### src/rtl/rf_pkg.sv
// Shared definitions for the register-file write-port scheduler.
//   DW   : data width of one register
//   AW   : register pointer width
//   NREG : number of architectural registers (2**AW)
//   rf_ptr_t / rf_data_t : pointer and data types
//   src_e : write source (ALU writeback or load return)
package rf_pkg;

    localparam int DW   = 8;
    localparam int AW   = 5;
    localparam int NREG = 2 ** AW;

    typedef logic [AW-1:0] rf_ptr_t;
    typedef logic [DW-1:0] rf_data_t;

    typedef enum logic {
        SRC_ALU = 1'b0,
        SRC_LD  = 1'b1
    } src_e;

endpackage

### src/rtl/rf_scoreboard.sv
// Load scoreboard: one pending bit per register, set when a load is issued
// and cleared once that load's data has been written to the register file.
// Ports:
//   clk, reset      : clock, asynchronous active-high reset
//   ld_issue        : memory stage issues a load
//   ld_issue_ptr    : destination of the issued load
//   ld_issue_ready  : issue accepted (destination not already pending)
//   clr_en, clr_ptr : load-sourced register-file write in progress this cycle
//   alu_ptr         : ALU destination, checked for a pending load
//   alu_blocked     : ALU destination awaits a load (WAW hold)
//   rd_ptr_a/b      : decode read pointers; rd_b_const masks pointer B
//   stall           : a decode operand is pending
//   pend_cnt        : number of pending registers
module rf_scoreboard
    import rf_pkg::*;
(
    input  logic          clk,
    input  logic          reset,
    input  logic          ld_issue,
    input  logic [AW-1:0] ld_issue_ptr,
    output logic          ld_issue_ready,
    input  logic          clr_en,
    input  logic [AW-1:0] clr_ptr,
    input  logic [AW-1:0] alu_ptr,
    output logic          alu_blocked,
    input  logic [AW-1:0] rd_ptr_a,
    input  logic [AW-1:0] rd_ptr_b,
    input  logic          rd_b_const,
    output logic          stall,
    output logic [AW:0]   pend_cnt
);

    logic [NREG-1:0] pending;
    logic            set_en;
    logic            clr_hit;

    // r0 is hard-wired: issues to it are accepted but never tracked, so
    // pending[0] stays 0 for ever.
    assign ld_issue_ready = !pending[ld_issue_ptr] || (ld_issue_ptr == '0);
    assign set_en         = ld_issue && ld_issue_ready && (ld_issue_ptr != '0);

    // A clear only counts when it removes a set bit and is not overridden
    // by a same-edge set of the same pointer (set has priority).
    assign clr_hit = clr_en && pending[clr_ptr] &&
                     !(set_en && (ld_issue_ptr == clr_ptr));

    assign alu_blocked = pending[alu_ptr];
    assign stall       = pending[rd_ptr_a] || (!rd_b_const && pending[rd_ptr_b]);

    always_ff @(posedge clk or posedge reset) begin
        if (reset) begin
            pending  <= '0;
            pend_cnt <= '0;
        end else begin
            if (clr_hit)
                pending[clr_ptr] <= 1'b0;
            if (set_en)
                pending[ld_issue_ptr] <= 1'b1;
            if (set_en && !clr_hit)
                pend_cnt <= pend_cnt + 1'b1;
            else if (!set_en && clr_hit)
                pend_cnt <= pend_cnt - 1'b1;
        end
    end

endmodule

### src/rtl/rf_wr_sched.sv
// Write-port scheduler for the 32 x 8-bit register file. Arbitrates the
// single write port between ALU writeback and load return (round-robin),
// registers the winning write, and tracks outstanding loads so decode can
// stall on operands that are still in flight.
// Ports:
//   clk, reset                  : clock, asynchronous active-high reset
//   alu_valid/ptr/data, alu_ready : ALU writeback handshake
//   ld_valid/ptr/data, ld_ready   : load-return handshake
//   ld_issue, ld_issue_ptr, ld_issue_ready : load issue into scoreboard
//   rd_ptr_a, rd_ptr_b, rd_b_const, stall  : decode operand stall
//   rf_we, rf_ptr_w, rf_di      : registered register-file write port
//   pend_cnt                    : number of pending registers
module rf_wr_sched
    import rf_pkg::*;
(
    input  logic          clk,
    input  logic          reset,
    input  logic          alu_valid,
    input  logic [AW-1:0] alu_ptr,
    input  logic [DW-1:0] alu_data,
    output logic          alu_ready,
    input  logic          ld_valid,
    input  logic [AW-1:0] ld_ptr,
    input  logic [DW-1:0] ld_data,
    output logic          ld_ready,
    input  logic          ld_issue,
    input  logic [AW-1:0] ld_issue_ptr,
    output logic          ld_issue_ready,
    input  logic [AW-1:0] rd_ptr_a,
    input  logic [AW-1:0] rd_ptr_b,
    input  logic          rd_b_const,
    output logic          stall,
    output logic          rf_we,
    output logic [AW-1:0] rf_ptr_w,
    output logic [DW-1:0] rf_di,
    output logic [AW:0]   pend_cnt
);

    src_e     last_grant;
    src_e     src_p1;
    logic     alu_blocked;
    logic     alu_elig;
    logic     ld_elig;
    logic     grant;
    rf_ptr_t  grant_ptr;
    rf_data_t grant_data;

    // ALU writes to a register awaiting a load are held (WAW guard);
    // load returns are never blocked.
    assign alu_elig = alu_valid && !alu_blocked;
    assign ld_elig  = ld_valid;

    // On a conflict, the source that did not win last time goes first.
    assign alu_ready = alu_elig && (!ld_elig || (last_grant == SRC_LD));
    assign ld_ready  = ld_elig && (!alu_elig || (last_grant == SRC_ALU));
    assign grant     = alu_ready || ld_ready;

    assign grant_ptr  = ld_ready ? ld_ptr  : alu_ptr;
    assign grant_data = ld_ready ? ld_data : alu_data;

    // Stage p1: registered write port, one cycle after the grant.
    always_ff @(posedge clk or posedge reset) begin
        if (reset) begin
            rf_we      <= 1'b0;
            rf_ptr_w   <= '0;
            rf_di      <= '0;
            src_p1     <= SRC_ALU;
            last_grant <= SRC_LD;
        end else begin
            // r0 writes complete their handshake but never reach the file.
            rf_we <= grant && (grant_ptr != '0);
            if (grant) begin
                rf_ptr_w   <= grant_ptr;
                rf_di      <= grant_data;
                src_p1     <= ld_ready ? SRC_LD : SRC_ALU;
                last_grant <= ld_ready ? SRC_LD : SRC_ALU;
            end
        end
    end

    rf_scoreboard u_scoreboard (
        .clk            (clk),
        .reset          (reset),
        .ld_issue       (ld_issue),
        .ld_issue_ptr   (ld_issue_ptr),
        .ld_issue_ready (ld_issue_ready),
        .clr_en         (rf_we && (src_p1 == SRC_LD)),
        .clr_ptr        (rf_ptr_w),
        .alu_ptr        (alu_ptr),
        .alu_blocked    (alu_blocked),
        .rd_ptr_a       (rd_ptr_a),
        .rd_ptr_b       (rd_ptr_b),
        .rd_b_const     (rd_b_const),
        .stall          (stall),
        .pend_cnt       (pend_cnt)
    );

endmodule

### config.mk
export PLATFORM = sky130hd
export DESIGN_NAME = rf_wr_sched
export DESIGN_NICKNAME = d
export VERILOG_FILES = /design/src/rtl/rf_pkg.sv /design/src/rtl/rf_scoreboard.sv /design/src/rtl/rf_wr_sched.sv
export SDC_FILE = /design/constraint.sdc
export NUM_CORES = 1
export LEC_CHECK = 0
export CAP_MARGIN = 20
export CORE_ASPECT_RATIO = 1.75
export CORE_UTILIZATION = 50
export CTS_CLUSTER_DIAMETER = 80
export DETAILED_ROUTE_END_ITERATION = 16
export PLACE_DENSITY = 0.76
export SLEW_MARGIN = 20
export SYNTH_ARGS = -nofsm -noshare
export SYNTH_HDL_FRONTEND = slang
export SYNTH_SLANG_ARGS = --single-unit
### constraint.sdc
create_clock -name clk -period 4.3 [get_ports clk]
set_input_delay 0.86 -clock clk [delete_from_list [all_inputs] [get_ports clk]]
set_output_delay 0.86 -clock clk [all_outputs]
set_load 0.02 [all_outputs]
==> out/metrics.csv <==
metric,value,unit
power_leakage,0.00198,µW
cts_buffers,5,
arrival,3.38,ns
outcome,finished clean,
post_dp_cell_area,0.00494,mm²
fp.coreArea,0.00796,mm²
period_share,0.985,
final_core_util,0.642,
gp_congestion,1.05,
syn_inst,380,
fin_nets,495,
end_kind,output pin,
grt_pass1_wl,19700,µm
setup_slack,0.0645,ns
die_w,70.9,µm
clock_path_buffers,2,
cts-root-buf,clkbuf_16,
h-tree-depth,2,
vias,3570,
worst-path-buf-inv,3,
area_growth,23.1,%
avgViaCountPerCell,6.70,
grt_max_degree,55,
powerDensity,531,mW/mm²
initialDrtViolationCount,337,
n_antenna_cell,0,
cts_tree,done,
slowest_stage,clkdlybuf4s50_1,
cp_common_cell,clkdlybuf4s50_1,
post_cts_buffers,0,
grt_pass1_vias,3677,
final_cell_area,0.00511,mm²
max_stage_delay,0.57,ns
gr-total-overflow,0,
ir_drop,0.373,mV
grt_use_total,0.305,
antenna_found_initial,0,
drv_cap,0,
timing.rr.start,rf_ptr_w[1]$_DFFE_PP0P_,
start_kind,input pin,
pin_count,71,
drc,0,
dieArea,0.00869,mm²
clk_pin_slew,0.08,ns
worst-endpoint-required,3.44,ns
final_hold_viol_count,0,
critPathMaxFanout,9,
clk-insertion-delay-late,0.30,ns
syn-cell-area,0.00415,mm²
drive_above_1_share,0.233,
worstSetupPathType,in2out,
finalClockSkew,0.0113,ns
crit_chain,clkdlybuf4s50_1 > buf_4 > mux2i_1 > nor4b_1 > nor4_1 > a41oi_4 > and2_1 > clkdlybuf4s50_1,
crit_start,alu_ptr[2],
hp-class,reg2reg,
setup-violations-final,0,
place_ws,-0.199,ns
dpl.hpwl,9070,µm
wl_per_cell,23.4,µm
yosysSeqAreaShare,0.326,
finalMaxSlewViolations,0,
synth_cell_types,49,
slew_headroom,0.375,
dr.pass1.iters,7,
min_period,4.24,ns
rows,43,
worst_pin_slew,0.936,ns
syn_nets,433,
async_flop_share,1.00,
initial_utilization,0.522,
yosysWarningCount,0,
io_buffers,70,
whs,0.491,ns
drt_wl_total,12500,µm
synth_edf_count,0,
drtAntennaViolNets,0,
cts-hold-fix-buffers,0,
critical-path-top-delay-family,buffers and inverters,
syn_avg_cell_area,10.9,µm²
rsz0062_at_grt,false,
fmax,236,MHz
synth_flop_cell,dfrtp_1,
fp.dieH,123,µm
hp-start,u_scoreboard.pend_cnt[5]$_DFFE_PP0P_,
ys_ff_latch,54,
cts.sinks,54,
## synthesized netlist by cell type, types with 4 or more instances
library cell | instances | area (µm²)
clkbuf_1 | 15 | 56.3
nand3_1 | 6 | 30.0
o21ai_0 | 10 | 50.1
a2111oi_4 | 5 | 138
buf_2 | 7 | 35.0
a21oi_1 | 21 | 105
a31oi_1 | 15 | 93.8
nand4_1 | 4 | 25.0
mux2_4 | 5 | 75.1
nand3b_1 | 4 | 30.0
nand2_1 | 16 | 60.1
ha_1 | 5 | 62.6
dfrtp_1 | 53 | 1330
mux2_2 | 30 | 338
mux2i_1 | 19 | 190
nor2_1 | 72 | 270
mux4_2 | 35 | 788
inv_1 | 7 | 26.3
## layer usage
| layer | routed length [µm] | GRT usage | share of wire | vias up |
|---|---|---|---|---|
| li1 | - | - | - | 1557 |
| met1 | 4310 | 0.336 | 0.35 | 1713 |
| met2 | 6370 | 0.527 | 0.51 | 236 |
| met3 | 1030 | 0.0583 | 0.082 | 64 |
| met4 | 766 | 0.208 | 0.061 | 0 |
| met5 | 0 | 0 | 0 | - |
## metrics by stage
step	setup TNS, ns	total power [µW]	std cells
floorplan	0	1740	380
detailed placement	-0.566	2220	525
global route	0	2850	533
CTS	0	2700	533
finish	0	2710	533
global placement	-0.207	2170	525
## logic make-up after synthesis
kind of cell,after synthesis,synth area share
adder cells (fa/ha/maj),6,0.0199
buffers and inverters,35,0.0401
multiplexers,89,0.335
AND/OR/NAND/NOR,127,0.143
flip-flops,54,0.326
XOR/XNOR,5,0.0105
AO/OA/AOI/OAI,64,0.125
## path summary, 6_finish.rpt
path                                                   endpoint  slack [ns]  cells past startpoint
min in group asynchronous     u_scoreboard.pending[1]$_DFF_PP0_        1.02                      2
hold reg to reg            u_scoreboard.pend_cnt[5]$_DFFE_PP0P_        0.49                      1
setup reg to reg           u_scoreboard.pend_cnt[5]$_DFFE_PP0P_        0.66                     13
hold / removal             u_scoreboard.pend_cnt[5]$_DFFE_PP0P_        0.49                      1
setup / recovery                                       ld_ready        0.06                      8
max in group asynchronous    u_scoreboard.pending[18]$_DFF_PP0_        2.84                      2
## placed cells by master, fill, tap and decap left out, types with 3 or more instances in the layout
master,count
nor2_1,72
a21oi_1,21
mux2i_1,19
nand2b_1,3
nor4_1,3
mux2_2,30
ha_1,5
nand2_1,16
a31oi_1,15
nor2b_1,3
mux2_4,5
o21ai_0,10
clkdlybuf4s50_1,68
nand3b_1,4
buf_4,12
nand3_1,6
dfrtp_1,53
inv_1,6
nand4_1,4
mux4_2,35
a2111oi_4,5
clkbuf_16,5
xnor2_1,3
## layout make-up
cell class	count	area (µm²)
fill	654	2850
multi-input combinational	291	2630
sequential	54	1350
timing repair buffer	83	812
clock buffer	5	125
tap	90	113
clock inverter	3	48.8
inverter	7	28.8
## what timing repair did
| action | 4_1_cts | 5_1_grt |
|---|---|---|
| setup endpoints to repair | 1 | 1 |
| gates cloned | 0 | 0 |
| gates resized for setup | 1 | 1 |
## report_power, final
| group | switching [µW] | internal [µW] | total (µW) |
|---|---|---|---|
| clock network | 199 | 279 | 478 |
| logic | 543 | 679 | 1220 |
| registers | 346 | 669 | 1010 |
## sequential cells by signal, summed over array words and instances (netlist names)
| signal | cells |
|---|---|
| last_grant | 1 |
| rf_di | 8 |
| rf_ptr_w | 5 |
| rf_we | 1 |
| src_p1 | 1 |
| u_scoreboard.pend_cnt | 6 |
| u_scoreboard.pending | 32 |
No activity file was read; power rests on OpenSTA's default activity.
